==> src/rtl/rom_boot_loader.sv <==
// Boot-time copy engine: streams the boot image from ROM into RAM through a ready/valid
// write port, holds the CPU in reset until done and keeps an additive image checksum.
module rom_boot_loader #(
    parameter logic [15:0] ROM_BASE   = 16'h0040,
    parameter logic [15:0] RAM_BASE   = 16'h0000,
    parameter int unsigned WORD_COUNT = 64
) (
    input  logic        clk,
    input  logic        reset,
    output logic [15:0] rom_address,
    input  logic [31:0] rom_data,
    output logic [15:0] ram_address,
    output logic [31:0] ram_data,
    output logic        ram_write,
    input  logic        ram_ready,
    input  logic        reload,
    output logic        cpu_reset,
    output logic        done,
    output logic [31:0] checksum
);

    typedef enum logic [1:0] {
        StFetch,
        StWrite,
        StDone
    } state_e;

    localparam logic [13:0] LastIdx = 14'(WORD_COUNT);

    state_e      state_q;
    logic [13:0] idx_q;
    logic [13:0] idx_next;
    logic [15:0] ram_address_q;
    logic [31:0] ram_data_q;
    logic [31:0] checksum_q;

    assign idx_next = idx_q + 14'd1;

    // Word index times four is exactly 16 bits, so the sum wraps mod 2^16 for free.
    assign rom_address = ROM_BASE + {idx_q, 2'b00};

    always_ff @(posedge clk) begin
        if (reset) begin
            state_q       <= StFetch;
            idx_q         <= '0;
            checksum_q    <= '0;
            ram_address_q <= RAM_BASE;
            ram_data_q    <= '0;
        end else begin
            unique case (state_q)
                StFetch: begin
                    if (WORD_COUNT == 0) begin
                        state_q <= StDone;
                    end else begin
                        ram_data_q    <= rom_data;
                        ram_address_q <= RAM_BASE + {idx_q, 2'b00};
                        state_q       <= StWrite;
                    end
                end
                StWrite: begin
                    if (ram_ready) begin
                        checksum_q <= checksum_q + ram_data_q;
                        idx_q      <= idx_next;
                        state_q    <= (idx_next == LastIdx) ? StDone : StFetch;
                    end
                end
                StDone: begin
                    if (reload) begin
                        idx_q      <= '0;
                        checksum_q <= '0;
                        state_q    <= StFetch;
                    end
                end
                default: state_q <= StFetch;
            endcase
        end
    end

    assign ram_address = ram_address_q;
    assign ram_data    = ram_data_q;
    assign checksum    = checksum_q;
    assign ram_write   = (state_q == StWrite);
    assign done        = (state_q == StDone);
    assign cpu_reset   = (state_q != StDone);

endmodule
==> config.mk <==
export PLATFORM = sky130hd
export DESIGN_NAME = rom_boot_loader
export DESIGN_NICKNAME = d
export VERILOG_FILES = /design/src/rtl/rom_boot_loader.sv
export SDC_FILE = /design/constraint.sdc
export NUM_CORES = 1
export LEC_CHECK = 0
export ABC_AREA = 0
export CAP_MARGIN = 25
export CORE_ASPECT_RATIO = 0.5
export CORE_MARGIN = 1
export CORE_UTILIZATION = 42
export CTS_CLUSTER_DIAMETER = 50
export DETAILED_ROUTE_END_ITERATION = 7
export GPL_TIMING_DRIVEN = 0
export PLACE_DENSITY = 0.75
export SLEW_MARGIN = 0
export SYNTH_ARGS = -nofsm -noshare
export SYNTH_HDL_FRONTEND = slang
export SYNTH_SLANG_ARGS = --single-unit
==> constraint.sdc <==
create_clock -name clk -period 7.27 [get_ports clk]
set_input_delay 1.0905 -clock clk [delete_from_list [all_inputs] [get_ports clk]]
set_output_delay 1.0905 -clock clk [all_outputs]
set_load 0.05 [all_outputs]
==> impl_metrics.env, run 1 <==
export IMPL_cp_end_kind="output pin"
export IMPL_remaining_drc_errors=0
export IMPL_setup_tns_final_ns=0
export IMPL_grt_pass1_vias=4729
export IMPL_cp_slowest_cell="clkdlybuf4s50_1"
export IMPL_leakage_nw=2.80
export IMPL_tightest_slew_ns=0.784
export IMPL_power_frac_seq_pct=42.6
export IMPL_synth_distinct_cells=53
export IMPL_grt_max_degree=16
export IMPL_cts_max_path_buffers=2
export IMPL_cts_root_buf="clkbuf_16"
export IMPL_cp_arrival_ns=2.88
export IMPL_clkPwrFrac_pct=38.0
export IMPL_final_nets=865
export IMPL_setup_violations=0
export IMPL_pin_count=135
export IMPL_status="finished, final reports clean"
export IMPL_insertion_delay_ns=0.35
export IMPL_grt_antenna_before_repair=0
export IMPL_rsz0062_at_grt="false"
export IMPL_power_internal_w=0.000911
export IMPL_drive_gt1_share_pct=4.63
export IMPL_cts_buffers=9
export IMPL_final_max_slew_viol_count=0
export IMPL_crit_start="idx_q[5]"
export IMPL_synthCells=651
export IMPL_via_per_inst=5.40
export IMPL_final_cell_area_um2=6970
export IMPL_hp_class="reg2reg"
export IMPL_cts_setup_buffers=0
export IMPL_cts_max_level=3
export IMPL_path_cells="ha_1, nand3_1, or2_2, clkbuf_1, nor2_1, xor2_1, clkdlybuf4s50_1"
export IMPL_synth_warnings=0
export IMPL_path_clk_slew_ns=0.07
export IMPL_syn_avg_cell_area_um2=7.92
export IMPL_slowest_delay_ns=0.82
export IMPL_ys_seq_area_share_pct=36.5
export IMPL_vias=5209
export IMPL_cp_max_fo=7
export IMPL_comb_power_share_pct=19.5
export IMPL_drt_wl_total_um=14600
export IMPL_period_needed_ns=3.97
export IMPL_fp_dieArea_um2=12700
export IMPL_hold_path_startpoint="ram_address[14]"
export IMPL_core_area_um2=11900
export IMPL_drt_pass1_iter_count=5
export IMPL_worst_ep_required_time_ns=6.18
export IMPL_clock_fmax_mhz=252
export IMPL_synth_area_um2=5150
export IMPL_pwr_density_cell_nw_per_um2=186
export IMPL_wl_per_cell_um=15.2
export IMPL_track_usage_pct=23.5
export IMPL_relSlewSlack_pct=47.2
export IMPL_startpoint_type="register"
export IMPL_drtAntennaViolNets=0
export IMPL_finalClockSkew_ns=0.00909
export IMPL_final_hold_viol_count=0
export IMPL_n_antenna_cell=0
export IMPL_r2r_start="checksum[0]"
export IMPL_synth_edf_count=0
export IMPL_async_flop_share_pct=0
export IMPL_worstSetupPathType="reg2out"
export IMPL_grt_pass1_wl_um=23400
export IMPL_start_util_pct=43.4
export IMPL_power_switching_w=0.000388
export IMPL_dpl_instance_area_um2=6660
export IMPL_gp_congestion=0.873
export IMPL_drt_iter0_drc=366
export IMPL_ys_ff_latch=94
export IMPL_ir_drop_uv=113
export IMPL_die_x_um=159
export IMPL_p_sw_share_pct=29.9
export IMPL_dpl_hpwl_um=10700
export IMPL_die_y_um=80.3
export IMPL_ctsResizeCount=0
export IMPL_area_growth_pct=35.3
export IMPL_numClockSinks=94
export IMPL_io_buffers=129
export IMPL_grt_overflow_total=0
export IMPL_rows=28
export IMPL_cts_tree="done"
export IMPL_ys_flop_type="dfxtp_1"
export IMPL_min_period_over_period_pct=54.6
export IMPL_drv_cap=0
export IMPL_hold_buffers=0
[worst max-delay path, delay by kind of cell (launching register included)]
family / cells / cell delay (ns)
xor+xnor: 1 / 0.15
simple gates: 3 / 0.66
fa+ha+maj: 1 / 0.29
flops: 1 / 0.46
buf+inv: 2 / 0.98
[cells in the mapped netlist (2+ instances only)]
cell type	number	share of area (%)
nand3_1	11	1.1
buf_1	2	0.15
or2_2	10	1.2
xor2_1	13	2.2
clkbuf_1	33	2.4
nor3_1	11	1.1
o21ai_0	19	1.8
a32oi_1	2	0.34
a21oi_1	89	8.6
nor2_1	51	3.7
nor2b_1	7	0.85
nand2_1	119	8.7
or4_1	3	0.44
o31ai_1	4	0.58
a31oi_1	6	0.73
nand2b_1	5	0.61
dfxtp_1	94	37
and3_1	3	0.36
o21bai_1	3	0.44
a22o_1	12	2.0
nand4_1	6	0.73
nor4_1	4	0.49
xnor2_1	23	3.9
o21a_1	5	0.73
or3_1	3	0.36
a21o_1	14	2.0
buf_4	8	1.2
a211oi_1	5	0.73
ha_1	34	8.3
a22oi_1	16	2.3
inv_1	10	0.73
nand3b_1	5	0.73
[registers in the layout, indices dropped and copies added (netlist names)]
| name | flops |
|---|---|
| checksum | 32 |
| idx_q | 14 |
| ram_address | 14 |
| ram_data | 32 |
| state_q | 2 |
[kinds of logic (layout without fill, tap and decap cells)]
logic type	count (synthesis)	after routing	synth area share [%]
AOI/OAI and AO/OA	190	190	23.3
xor gates and xnor gates	36	36	6.12
adders and majority gates	35	35	8.64
buffers and inverters	53	198	4.44
DFF	94	94	36.5
other	1	4	0.0728
and+or+nand+nor	242	242	20.9
[cell usage in the layout, fill, tap and decap left out, types with 12 or more instances in the layout]
cell type,synthesis,routed
a21o_1,14,14
a21oi_1,89,89
a22o_1,12,12
a22oi_1,16,16
clkbuf_1,33,33
clkdlybuf4s50_1,0,129
dfxtp_1,94,94
ha_1,34,34
nand2_1,119,119
nor2_1,51,51
o21ai_0,19,19
xnor2_1,23,23
xor2_1,13,13
[per-layer routing]
layer	part of all wire, %	routed length [µm]	up-vias	global-route usage [%]
li1	-	-	2576	-
met3	6.8	997	21	4.53
met1	47	6820	2424	31.3
met5	0	0	-	0
met4	1.2	175	0	5.58
met2	45	6650	188	39.0
[path summary, 6_finish.rpt]
path	endpoint	slack [ns]	depth (start not counted)
min reg2reg	ram_address[14]	0.46	2
max	rom_address[14]	3.30	7
min	ram_address[14]	0.46	2
max reg2reg	checksum[24]	3.85	13
[power by group through the flow]
stage	Sequential (W)	Combinational, W	Clock (W)
6_report	0.000553	0.000253	0.000493
5_1_grt	0.000555	0.000272	0.000522
4_1_cts	0.000552	0.000252	0.000499
3_5_place_dp	0.000564	0.000251	0
3_3_place_gp	0.000564	0.000247	0
2_1_floorplan	0.000621	0.000106	0
[through the flow]
| stage | instances | power, W | hold WS [ns] | worst slack, ns | utilization (%) |
|---|---|---|---|---|---|
| 3_5_place_dp | 948 | 0.000815 | 0.447 | 3.70 | 56.1 |
| 4_1_cts | 964 | 0.00130 | 0.457 | 3.31 | 58.7 |
| 2_1_floorplan | 654 | 0.000728 | 0.480 | 4.02 | - |
| 3_3_place_gp | 948 | 0.000811 | 0.443 | 3.72 | 56.1 |
| 5_1_grt | 964 | 0.00135 | 0.467 | 3.16 | 58.7 |
| 6_report | 964 | 0.00130 | 0.455 | 3.30 | 58.7 |
[final cells by class]
cell class / instances / area (µm²)
Buffer: 43 / 191
Clock buffer: 11 / 253
Clock inverter: 5 / 57.6
Fill cell: 1084 / 4900
Inverter: 10 / 37.5
Multi-Input combinational cell: 507 / 3050
Sequential cell: 94 / 1880
Tap cell: 165 / 206
Timing Repair Buffer: 129 / 1290
No activity file was read; power rests on OpenSTA's default activity.
==> inputs of run 2 (changes only) <==
==> constraint.sdc (replaced) <==
create_clock -name clk -period 3.8 [get_ports clk]
set_input_delay 0.57 -clock clk [delete_from_list [all_inputs] [get_ports clk]]
set_output_delay 0.57 -clock clk [all_outputs]
set_load 0.05 [all_outputs]
==> results of run 2 <==
The final DEF is identical to that of run 1. Status: finished, final reports clean.
Main changes from that run: setup slack after placement 3.70 ns -> 0.447 ns; setup slack after layout 3.30 ns -> 0.349 ns; register-to-register setup slack 3.85 ns -> 0.38 ns; total power 0.00130 W -> 0.00248 W; worst IR drop on VDD 113 µV -> 217 µV
==> inputs of run 3 (changes only) <==
--- a/config.mk
+++ b/config.mk
@@ -8,13 +8,11 @@
 export ABC_AREA = 0
 export CAP_MARGIN = 25
 export CORE_ASPECT_RATIO = 0.5
-export CORE_MARGIN = 1
 export CORE_UTILIZATION = 42
 export CTS_CLUSTER_DIAMETER = 50
 export DETAILED_ROUTE_END_ITERATION = 7
 export GPL_TIMING_DRIVEN = 0
 export PLACE_DENSITY = 0.75
-export SLEW_MARGIN = 0
 export SYNTH_ARGS = -nofsm -noshare
 export SYNTH_HDL_FRONTEND = slang
 export SYNTH_SLANG_ARGS = --single-unit
==> constraint.sdc (replaced) <==
create_clock -name clk -period 3.8 [get_ports clk]
set_input_delay 0.76 -clock clk [delete_from_list [all_inputs] [get_ports clk]]
set_output_delay 0.76 -clock clk [all_outputs]
set_load 0.05 [all_outputs]
==> results of run 3 <==
The final DEF is identical to that of run 1. Status: finished, final reports clean.
Main changes from that run: setup slack after placement 3.70 ns -> 0.447 ns; setup slack after layout 3.30 ns -> 0.159 ns; register-to-register setup slack 3.85 ns -> 0.38 ns; total power 0.00130 W -> 0.00248 W; worst IR drop on VDD 113 µV -> 217 µV
